### config.mk
export PLATFORM = sky130hd
export DESIGN_NAME = gullfaxi_out_arbiter
export DESIGN_NICKNAME = d
export VERILOG_FILES = /design/src/rtl/gullfaxi_pkg.sv /design/src/rtl/gullfaxi_rr_picker.sv /design/src/rtl/gullfaxi_out_arbiter.sv
export SDC_FILE = /design/constraint.sdc
export NUM_CORES = 1
export LEC_CHECK = 0
export ABC_AREA = 1
export CORE_MARGIN = 1
export CORE_UTILIZATION = 50
export DETAILED_ROUTE_END_ITERATION = 8
export DONT_BUFFER_PORTS = 1
export GPL_TIMING_DRIVEN = 0
export MAX_ROUTING_LAYER = met4
export REMOVE_ABC_BUFFERS = 1
export SYNTH_ARGS = -nofsm -noshare
export SYNTH_HDL_FRONTEND = slang
export SYNTH_HIERARCHICAL = 1
export SYNTH_SLANG_ARGS = --single-unit
### constraint.sdc
create_clock -name clk -period 2.2 [get_ports clk]
set_input_delay 0.11 -clock clk [delete_from_list [all_inputs] [get_ports clk]]
set_output_delay 0.11 -clock clk [all_outputs]
set_load 0.05 [all_outputs]
### src/rtl/gullfaxi_pkg.sv
// rtl/gullfaxi_pkg.sv - shared widths, state type and port index type for the Gullfaxi output arbiter
package gullfaxi_pkg;

  localparam int GF_NPORTS = 3;
  localparam int LEN_W     = 6;
  localparam int DATA_W    = 8;

  typedef enum logic [1:0] {
    IDLE  = 2'd0,
    GRANT = 2'd1,
    XFER  = 2'd2
  } arb_state_e;

  typedef logic [1:0] port_idx_t;

  function automatic logic [LEN_W-1:0] sat_inc(input logic [LEN_W-1:0] v);
    return (&v) ? v : v + LEN_W'(1);
  endfunction

endpackage

### src/rtl/gullfaxi_rr_picker.sv
// rtl/gullfaxi_rr_picker.sv - combinational round-robin search starting one past the last served port
module gullfaxi_rr_picker
  import gullfaxi_pkg::*;
#(
  parameter int NPORTS = GF_NPORTS
) (
  input  logic [NPORTS-1:0] req,
  input  logic [1:0]        last,
  output logic              valid,
  output logic [1:0]        winner
);

  logic [3:0] req_pad;
  logic [2:0] idx;

  always_comb begin
    req_pad = '0;
    req_pad[NPORTS-1:0] = req;
  end

  always_comb begin
    valid  = 1'b0;
    winner = '0;
    idx    = '0;
    for (int i = 1; i <= NPORTS; i++) begin
      idx = {1'b0, last} + 3'(i);
      if (idx >= 3'(NPORTS)) idx = idx - 3'(NPORTS);
      if (!valid && req_pad[idx[1:0]]) begin
        valid  = 1'b1;
        winner = idx[1:0];
      end
    end
  end

endmodule

### src/rtl/gullfaxi_out_arbiter.sv
// rtl/gullfaxi_out_arbiter.sv - round-robin merge of the output ports onto one registered link
// Optional grant watchdog: GULLFAXI_ARB_WDOG_EN
module gullfaxi_out_arbiter
  import gullfaxi_pkg::*;
#(
  parameter int NPORTS      = GF_NPORTS,
  parameter int WDOG_CYCLES = 16
) (
  input  logic                     clk,
  input  logic                     reset,
  input  logic [NPORTS-1:0]        O_req,
  input  logic [NPORTS-1:0]        O_start,
  input  logic [NPORTS*LEN_W-1:0]  O_length,
  input  logic [NPORTS*DATA_W-1:0] O_data,
  input  logic [NPORTS-1:0]        O_end,
  output logic [NPORTS-1:0]        O_grant,
  output logic                     L_start,
  output logic [LEN_W-1:0]         L_length,
  output logic [DATA_W-1:0]        L_data,
  output logic                     L_end,
  output logic [1:0]               L_port,
  output logic                     err
);

  if (NPORTS < 2 || NPORTS > 4 || WDOG_CYCLES < 1 || WDOG_CYCLES > 255) begin : g_bad_cfg
    $error("gullfaxi_out_arbiter: unsupported NPORTS or WDOG_CYCLES");
  end

  arb_state_e        state_q, state_d;
  port_idx_t         g_q, g_d;
  port_idx_t         last_q, last_d;
  logic [NPORTS-1:0] grant_d;
  logic [LEN_W-1:0]  len_q, len_d;
  logic [LEN_W-1:0]  cnt_q, cnt_d;
  logic              close;

  logic              l_start_d, l_end_d, err_d, beat;
  logic [LEN_W-1:0]  l_length_d;
  logic [DATA_W-1:0] l_data_d;
  port_idx_t         l_port_d;

  logic              pick_valid;
  port_idx_t         pick_idx;

  logic [3:0]        start_pad, end_pad, req_pad;
  logic [LEN_W-1:0]  len_arr  [4];
  logic [DATA_W-1:0] data_arr [4];
  logic              start_g, end_g, req_g;
  logic [LEN_W-1:0]  len_g;
  logic [DATA_W-1:0] data_g;
  logic [NPORTS-1:0] gmask;

  gullfaxi_rr_picker #(
    .NPORTS (NPORTS)
  ) u_picker (
    .req    (O_req),
    .last   (last_q),
    .valid  (pick_valid),
    .winner (pick_idx)
  );

  // Ports are padded to four so the granted index can select without range checks.
  always_comb begin
    start_pad = '0;
    end_pad   = '0;
    req_pad   = '0;
    for (int i = 0; i < 4; i++) begin
      len_arr[i]  = '0;
      data_arr[i] = '0;
    end
    for (int i = 0; i < NPORTS; i++) begin
      start_pad[i] = O_start[i];
      end_pad[i]   = O_end[i];
      req_pad[i]   = O_req[i];
      len_arr[i]   = O_length[i*LEN_W +: LEN_W];
      data_arr[i]  = O_data[i*DATA_W +: DATA_W];
    end
  end

  assign start_g = start_pad[g_q];
  assign end_g   = end_pad[g_q];
  assign req_g   = req_pad[g_q];
  assign len_g   = len_arr[g_q];
  assign data_g  = data_arr[g_q];

  always_comb begin
    gmask = '0;
    for (int i = 0; i < NPORTS; i++) begin
      gmask[i] = (state_q != IDLE) && (g_q == port_idx_t'(i));
    end
  end

`ifdef GULLFAXI_ARB_WDOG_EN
  logic [7:0] wdog_q;
  logic       wdog_hit;

  assign wdog_hit = (wdog_q == 8'(WDOG_CYCLES - 1));

  always_ff @(posedge clk or negedge reset) begin
    if (!reset) begin
      wdog_q <= '0;
    end else if (state_q == GRANT) begin
      wdog_q <= wdog_q + 8'd1;
    end else begin
      wdog_q <= '0;
    end
  end
`endif

  always_comb begin
    state_d = state_q;
    g_d     = g_q;
    last_d  = last_q;
    grant_d = O_grant;
    len_d   = len_q;
    cnt_d   = cnt_q;
    close   = 1'b0;
    err_d   = |((O_start | O_end) & ~gmask);

    case (state_q)
      IDLE: begin
        if (pick_valid) begin
          state_d           = GRANT;
          g_d               = pick_idx;
          grant_d           = '0;
          grant_d[pick_idx] = 1'b1;
        end
      end
      GRANT: begin
        if (start_g) begin
          len_d = len_g;
          cnt_d = LEN_W'(1);
          if (len_g == '0) err_d = 1'b1;
          if (end_g) begin
            close = 1'b1;
            if (len_g != LEN_W'(1)) err_d = 1'b1;
          end else begin
            state_d = XFER;
          end
        end else if (!req_g) begin
          // Requester withdrew before starting: it keeps its place in the rotation.
          state_d = IDLE;
          grant_d = '0;
        end
`ifdef GULLFAXI_ARB_WDOG_EN
        else if (wdog_hit) begin
          state_d = IDLE;
          grant_d = '0;
          last_d  = g_q;
          err_d   = 1'b1;
        end
`endif
      end
      XFER: begin
        cnt_d = sat_inc(cnt_q);
        if (start_g) err_d = 1'b1;
        if (end_g) begin
          close = 1'b1;
          if (cnt_d != len_q) err_d = 1'b1;
        end
      end
      default: begin
        state_d = IDLE;
        grant_d = '0;
      end
    endcase

    if (close) begin
      state_d = IDLE;
      grant_d = '0;
      last_d  = g_q;
    end
  end

  always_comb begin
    beat       = ((state_q == GRANT) && start_g) || (state_q == XFER);
    l_start_d  = (state_q == GRANT) && start_g;
    l_length_d = l_start_d ? len_g : '0;
    l_data_d   = beat ? data_g : '0;
    l_end_d    = beat && end_g;
    l_port_d   = beat ? g_q : '0;
  end

  always_ff @(posedge clk or negedge reset) begin
    if (!reset) begin
      state_q  <= IDLE;
      g_q      <= '0;
      last_q   <= port_idx_t'(NPORTS - 1);
      O_grant  <= '0;
      len_q    <= '0;
      cnt_q    <= '0;
      L_start  <= 1'b0;
      L_length <= '0;
      L_data   <= '0;
      L_end    <= 1'b0;
      L_port   <= '0;
      err      <= 1'b0;
    end else begin
      state_q  <= state_d;
      g_q      <= g_d;
      last_q   <= last_d;
      O_grant  <= grant_d;
      len_q    <= len_d;
      cnt_q    <= cnt_d;
      L_start  <= l_start_d;
      L_length <= l_length_d;
      L_data   <= l_data_d;
      L_end    <= l_end_d;
      L_port   <= l_port_d;
      err      <= err_d;
    end
  end

endmodule

# --- Word-level counts from Yosys, hierarchy flattened ---
# Index checks and enable logic that the tools add are counted.
word_totals:
  ff_bits: 40
  input_bits: 53
  output_inout_bits: 22
  wordCells: 126
classes:
  addsub: 7
  magnitude_cmp: 10
  n_eq_ne: 13
  muxes: 57
  n_bitwise: 4
  reduce_logical: 23
ops:
  columns: ["op", "n"]
  rows:
  - ["2-to-1 mux 6 bit", 5]
  - ["2-to-1 mux 2 bit", 12]
  - ["2-to-1 mux 8 bit", 3]
  - ["2-to-1 mux 1 bit", 19]
  - ["binary-select mux 8 bit (select 2 bit)", 1]
  - ["< comparator 2 x 3 -> 1 bit (second input constant)", 5]
  - ["binary-select mux 1 bit (select 2 bit)", 6]
  - ["binary-select mux 6 bit (select 2 bit)", 1]
  - ["2-to-1 mux 3 bit", 4]
  - ["case mux 6 bit (2 select lines)", 1]
  - [">= comparator 3 x 2 -> 1 bit (second input constant)", 3]
  - ["inequality test 3 bit (second input constant)", 3]
  - ["case mux 3 bit (3 select lines)", 1]
  - ["logical AND 1 bit", 8]
  - ["inequality test 4 bit (second input constant)", 2]
  - ["AND reduction 4 bit", 2]
  - ["adder 2 x 2 -> 3 bit (second input constant)", 2]
  - ["adder 6 x 1 -> 6 bit (second input constant)", 1]
  - ["logical NOT 6 bit", 1]
  - ["inequality test 6 x 1 -> 1 bit (second input constant)", 1]
  - ["inequality test 6 bit", 1]
  - ["case mux 2 bit (3 select lines)", 1]
  - ["AND reduction 2 bit", 3]
  - ["AND reduction 6 bit", 1]
  - ["18 further kinds", 27]

# --- Longest topological paths before layout ---
depth:
  ltp_word: 19
  depth_mapped: 16
  depth_no_buf: 15

# --- Hierarchy ---
# Netlist, hierarchy kept.
modules_own_cells:
  columns: ["module", "n_inst", "cells_per_inst", "area_each_um2", "seq_area_each_um2"]
  rows:
  - ["gullfaxi_out_arbiter", 1, 296, 2198.4, 1002.2]
  - ["gullfaxi_rr_picker", 1, 54, 261.5, 0.0]

# --- Least setup slack after synthesis ---
# OpenSTA, ideal clock, no wires.
synth_path:
  path_type: "register to register"
  from: "reg last_q[1]"
  to: "reg O_grant[0]"
  setup_ps: 66
  arrival_ps: 1907
  t_required_ps: 2134
  setup_slack_ps: 227
  stages_incl_launch_ff: 17
  n_path_buf: 1
  period_less_slack_ps: 1973
  cell_sequence: "dfstp_2 -> inv_1 -> ha_1 -> buf_6 -> nand2_1 -> inv_1 -> nor2_2 -> nand2_1 -> nand2_1 -> nand3_1 -> o21ai_0 -> nand2_1 -> nand2_2 -> nor2_4 -> inv_2 -> nand2_1 -> nand2_1"
synth_via:
  word_cells_on_any_way: 38
  classes_between: "add/sub (6); order compare (5); eq/ne (1); mux (20); reduce/logical (6)"
synth_rtl:
  columns: ["item", "line_no", "text"]
  rows:
  - ["start, declared", "gullfaxi_out_arbiter.sv:31", "port_idx_t last_q, last_d;"]
  - ["start signal, assigned", "gullfaxi_out_arbiter.sv:188", "last_q <= port_idx_t'(NPORTS - 1);"]
  - ["start signal, assigned", "gullfaxi_out_arbiter.sv:201", "last_q <= last_d;"]
  - ["adder 2 x 1 -> 3 bit", "gullfaxi_rr_picker.sv:26", "idx = {1'b0, last} + 3'(i);"]
  - [">= comparator 3 x 2 -> 1 bit or subtractor 2 bit (tied branches)", "gullfaxi_rr_picker.sv:27", "if (idx >= 3'(NPORTS)) idx = idx - 3'(NPORTS);"]
  - ["2-to-1 mux 2 bit", "gullfaxi_rr_picker.sv:27", null]
  - ["binary-select mux 1 bit (select 2 bit)", "gullfaxi_rr_picker.sv:28", "if (!valid && req_pad[idx[1:0]]) begin"]
  - ["2-to-1 mux 1 bit (not written as such)", "gullfaxi_rr_picker.sv:28", null]
  - ["2-to-1 mux 1 bit", "gullfaxi_rr_picker.sv:28", null]
  - ["logical NOT 1 bit", "gullfaxi_rr_picker.sv:28", null]
  - ["logical AND 1 bit", "gullfaxi_rr_picker.sv:28", null]
  - ["2-to-1 mux 1 bit", "gullfaxi_rr_picker.sv:28", null]
  - ["logical NOT 1 bit", "gullfaxi_rr_picker.sv:28", null]
  - ["logical AND 1 bit", "gullfaxi_rr_picker.sv:28", null]
  - ["2-to-1 mux 1 bit (*)", "gullfaxi_rr_picker.sv:28", null]
  - ["net pick_valid", "gullfaxi_out_arbiter.sv:42", "logic pick_valid;"]
  - ["inequality test 3 bit (no line) (*)", null, null]
  - ["AND reduction 4 bit (no line) (*)", null, null]
  - ["end signal, assigned", "gullfaxi_out_arbiter.sv:202", "O_grant <= grant_d;"]
  - ["end, declared", "gullfaxi_out_arbiter.sv:16", "output logic [NPORTS-1:0] O_grant,"]
# The timed path passes the listed nets; every way through them passes the cells marked *. The select of a mux whose other input is x is not followed.
# A chain may end at the register's enable or synchronous reset.

# --- Worst setup path after layout ---
layout_path:
  from: "reg g_q[0]"
  to: "reg L_data[7]"
layout_via:
  elab_chain_len: 5
  word_cells_on_any_way: 9
  classes_between: "mux (6); bitwise (1); reduce/logical (2)"
layout_lines:
  columns: ["item", "line_no", "text"]
  rows:
  - ["start, declared", "gullfaxi_out_arbiter.sv:30", "port_idx_t g_q, g_d;"]
  - ["start signal, assigned", "gullfaxi_out_arbiter.sv:200", "g_q <= g_d;"]
  - ["inverter 2 -> 3 bit (not written as such) or binary-select mux 1 bit (select 2 bit) (tied branches)", "gullfaxi_out_arbiter.sv:84, gullfaxi_out_arbiter.sv:80", null]
  - ["binary-select mux 8 bit (select 2 bit) or 2-to-1 mux 1 bit (tied branches)", "gullfaxi_out_arbiter.sv:84, gullfaxi_out_arbiter.sv:80", null]
  - ["2-to-1 mux 8 bit (not written as such) or logical AND 1 bit (tied branches)", "gullfaxi_out_arbiter.sv:84, gullfaxi_out_arbiter.sv:176", null]
  - ["2-to-1 mux 8 bit (not written as such) or logical OR 1 bit (tied branches)", "gullfaxi_out_arbiter.sv:84, gullfaxi_out_arbiter.sv:176", null]
  - ["2-to-1 mux 8 bit (*)", "gullfaxi_out_arbiter.sv:179", "l_data_d = beat ? data_g : '0;"]
  - ["net l_data_d[7]", "gullfaxi_out_arbiter.sv:39", "logic [DATA_W-1:0] l_data_d;"]
  - ["end signal, assigned", "gullfaxi_out_arbiter.sv:207", "L_data <= l_data_d;"]
  - ["end, declared", "gullfaxi_out_arbiter.sv:19", "output logic [DATA_W-1:0] L_data,"]
# Marks and branches as above.

==> results.py <==
metrics = {
    "sta": {
        "max_freq_mhz": 480,
        "setup_viol": 0,
        "fin_skew_ps": 11.8,
        "worst_slack_ps": 116,
        "fin_tns_setup_ps": 0,
        "finalHoldViolations": 1,
        "maxSlewHeadroom": 0.680,
        "fin_crit_ps": 2080,
        "slew_viol_final": 0,
        "finalCritPeriodShare": 0.947,
        "hold_slack_ps": -26.2,
        "tightest_slew_ps": 480,
    },
    "cts": {
        "clkSlewWorstSetupHoldPaths_ps": 80,
        "clock_path_buffers": 2,
        "cts_max_level": 2,
        "clock_latency_ps": 300,
        "cts_root_buf": "clkbuf_8",
        "cts_buffers": 5,
        "numClockSinks": 40,
        "cts_tree": "done",
    },
    "power_and_ir_drop": {
        "ir_drop_v": 0.000757,
        "total_power_mw": 4.49,
        "powerDensity_nw_per_um2": 1540,
        "p_leak_nw": 1.51,
    },
    "hold_path": {
        "hp-start": "O_data[5]",
        "holdPathStages": 2,
        "min_path_type": "primary input to register",
        "hold_end": "L_data[5]$_DFF_PN0_",
    },
    "placed_design": {
        "place_ws_ps": -12.5,
        "placed_cell_area_um2": 2500,
        "dpl.hpwl_mm": 4.07,
        "io_buffers": 0,
        "gp_congestion": 0.863,
    },
    "yosys": {
        "synth_edf_count": 0,
        "yosysUniqueCellTypes": 28,
        "avgSynthCellArea_um2": 7.03,
        "yosysWarnings": 6,
        "yosysSeqAreaShare": 0.407,
        "ys_seq_elements": 40,
        "synth_largest_area_cell": "dfrtp_1",
        "yosys-top-cells-area": "dfrtp_1 40%, nand2_1 21%, nand3_1 6.9%, inv_1 6.6%, ha_1 4.1%",
        "synth_top_cell_area_share": 0.397,
        "synthCells": 350,
        "synthArstFlopShare": 1.00,
        "syn_area_um2": 2460,
        "synthFlopType": "dfrtp_1",
    },
    "worst_setup_path": {
        "critPathLaunchType": "register",
        "slowest_delay_ps": 570,
        "rr_endpoint": "L_data[7]$_DFF_PN0_",
        "end_kind": "register",
        "crit_path_frequent_cell": "nand2_4",
        "reg2reg_slack_ps": 120,
        "crit_type": "register to register",
        "crit_start": "g_q[0]$_DFFE_PN0P_",
        "path_cells": "inv_2 -> nand2_2 -> o211ai_4 -> nand2_4 -> nand2_4 -> clkinvlp_4 -> a31oi_1 -> dlygate4sd3_1",
        "crit_slowest_cell": "dlygate4sd3_1",
        "crit_path_max_fanout": 6,
        "ff2ff_path_depth": 8,
        "arrival_ps": 2320,
        "r2r-start": "g_q[0]$_DFFE_PN0P_",
        "cp.required_ps": 2440,
    },
    "cells_and_area": {
        "antenna_cells": 0,
        "drive_gt1_frac": 0.140,
        "area_delta_synth_final_pct": 18.3,
        "final_nets": 438,
        "finalInstanceArea_um2": 2910,
    },
    "grt": {
        "grt_start_max_net_pins": 41,
        "overflow": 0,
        "grt_pass1_wl_mm": 9.45,
        "grt_pass1_vias": 2125,
        "grt_usage": 0.238,
        "antenna_found_initial": 0,
    },
    "route": {
        "vias": 2284,
        "drtPass1Iterations": 4,
        "ant_nets": 0,
        "route.detailed.drc": 0,
        "wl_per_cell_um": 12.7,
        "viasPerCell": 5.13,
        "wirelength_mm": 5.64,
        "drt_iter0_drc": 89,
    },
    "status": {
        "violations": "hold timing",
        "outcome": "finished, violations left",
    },
    "floorplanning": {
        "fp.dieW_um": 72.1,
        "io_pins": 75,
        "fp.dieH_um": 72.1,
        "start_util": 0.521,
        "rows": 25,
        "dieArea_um2": 5200,
        "core-area_um2": 4720,
    },
    "job": {
        "maxCapViolations": 0,
    },
}
==> state kept, by name (all words and copies together), names as in the netlist <==
| register | flops |
|---|---|
| L_data | 8 |
| L_length | 6 |
| cnt_q | 6 |
| len_q | 6 |
| O_grant | 3 |
| L_port | 2 |
| g_q | 2 |
| last_q | 2 |
| state_q | 2 |
| L_end | 1 |
| L_start | 1 |
| err | 1 |
==> critical path, delay by kind of cell (launching register included) <==
family                 cells  cell delay, ps
AOI/OAI and AO/OA          2             400
DFF                        1             430
buffers and inverters      3             860
and+or+nand+nor            3             330
==> how the worst max path moves through the flow <==
stage | end | slack [ps]
after floorplan | O_grant[0]$_DFFE_PN0P_ | 240
after global placement | O_grant[1]$_DFFE_PN0P_ | 5
after detailed placement | O_grant[2]$_DFFE_PN0P_ | -10
after CTS | O_grant[0]$_DFFE_PN0P_ | 40
after global routing | O_grant[1]$_DFFE_PN0P_ | -3
final | L_data[7]$_DFF_PN0_ | 120
==> cell usage after synthesis, types with 3 or more instances <==
master and instances:
o22ai_1 4, nand3_1 34, inv_2 4, nor2_4 3, nand2_1 135, o21bai_1 3, o21ai_0 13, clkbuf_1 4
nand4_1 5, ha_1 8, a31oi_1 10, a21oi_1 5, nor3_1 3, dfrtp_1 39, inv_1 43, nor2_1 16
nand2_2 7
==> placed cells by master, fill, tap and decap left out, types with 2 or more instances in the layout <==
cell type | Yosys | routed
nand3_1 | 34 | 33
nand2_1 | 135 | 132
dfrtp_2 | 0 | 2
o22ai_1 | 4 | 4
nor2_4 | 3 | 3
nor3_2 | 0 | 2
clkbuf_8 | 0 | 5
dlygate4sd3_1 | 0 | 16
nand3_2 | 2 | 3
inv_1 | 43 | 39
nor2_2 | 2 | 3
nand4_1 | 5 | 5
dfrtp_1 | 39 | 37
o21bai_1 | 3 | 3
o21ai_1 | 1 | 2
clkinvlp_4 | 0 | 3
clkinv_2 | 0 | 2
a31oi_1 | 10 | 10
o21ai_0 | 13 | 12
nand2_2 | 7 | 8
buf_4 | 0 | 9
a21oi_1 | 5 | 5
nand2_4 | 0 | 2
ha_1 | 8 | 7
nor2_1 | 16 | 15
inv_2 | 4 | 6
==> cell families after synthesis <==
kind of cell / synth area share
xor+xnor: 0.00356
fa+ha+maj: 0.0407
buf+inv: 0.0905
compound gates: 0.0946
simple gates: 0.363
flops: 0.407
==> what timing repair did <==
item / in CTS / in global routing
setup buffers: 4 / 5
endpoints found under the setup margin: 3 / 15
endpoints found under the hold margin: 48 / 0
hold buffers: 18 / 0
gates resized for setup: 2 / 18
pin swaps: 2 / 4
gates cloned: 0 / 1
==> through the flow <==
| step | util | std cells | hold slack, ps |
|---|---|---|---|
| 5_1_grt | 0.616 | 445 | 21.7 |
| 2_1_floorplan | - | 343 | -186 |
| 6_report | 0.616 | 445 | -26.2 |
| 4_1_cts | 0.596 | 440 | 48.2 |
| 3_3_place_gp | 0.530 | 410 | -185 |
| 3_5_place_dp | 0.530 | 410 | -185 |
==> area by class of cell <==
class                   instances  area [µm²]
repair inverters                1        7.51
clock inverters                 3        18.8
repair buffers                 26         248
clock buffers                   5        68.8
well taps                      67        83.8
inverters                      48         188
flip-flops and latches         40        1000
fillers                       442        1810
multi-input cells             255        1290
==> power breakdown <==
part / leakage, nW / internal (mW) / switching, mW
Clock: 0.0479 / 0.221 / 0.259
Sequential: 0.521 / 1.00 / 0.650
Combinational: 0.945 / 0.897 / 1.46
Total: 1.51 / 2.12 / 2.37
==> layer usage <==
metal | global-route usage | share of wire | vias to the layer above
met1 | 0.282 | 0.44 | 1059
met4 | 0.0523 | 0.0078 | 0
li1 | - | - | 1167
met3 | 0.0500 | 0.039 | 6
met2 | 0.415 | 0.52 | 52
met5 | - | 0 | -
(Power assumes the default switching activity.)
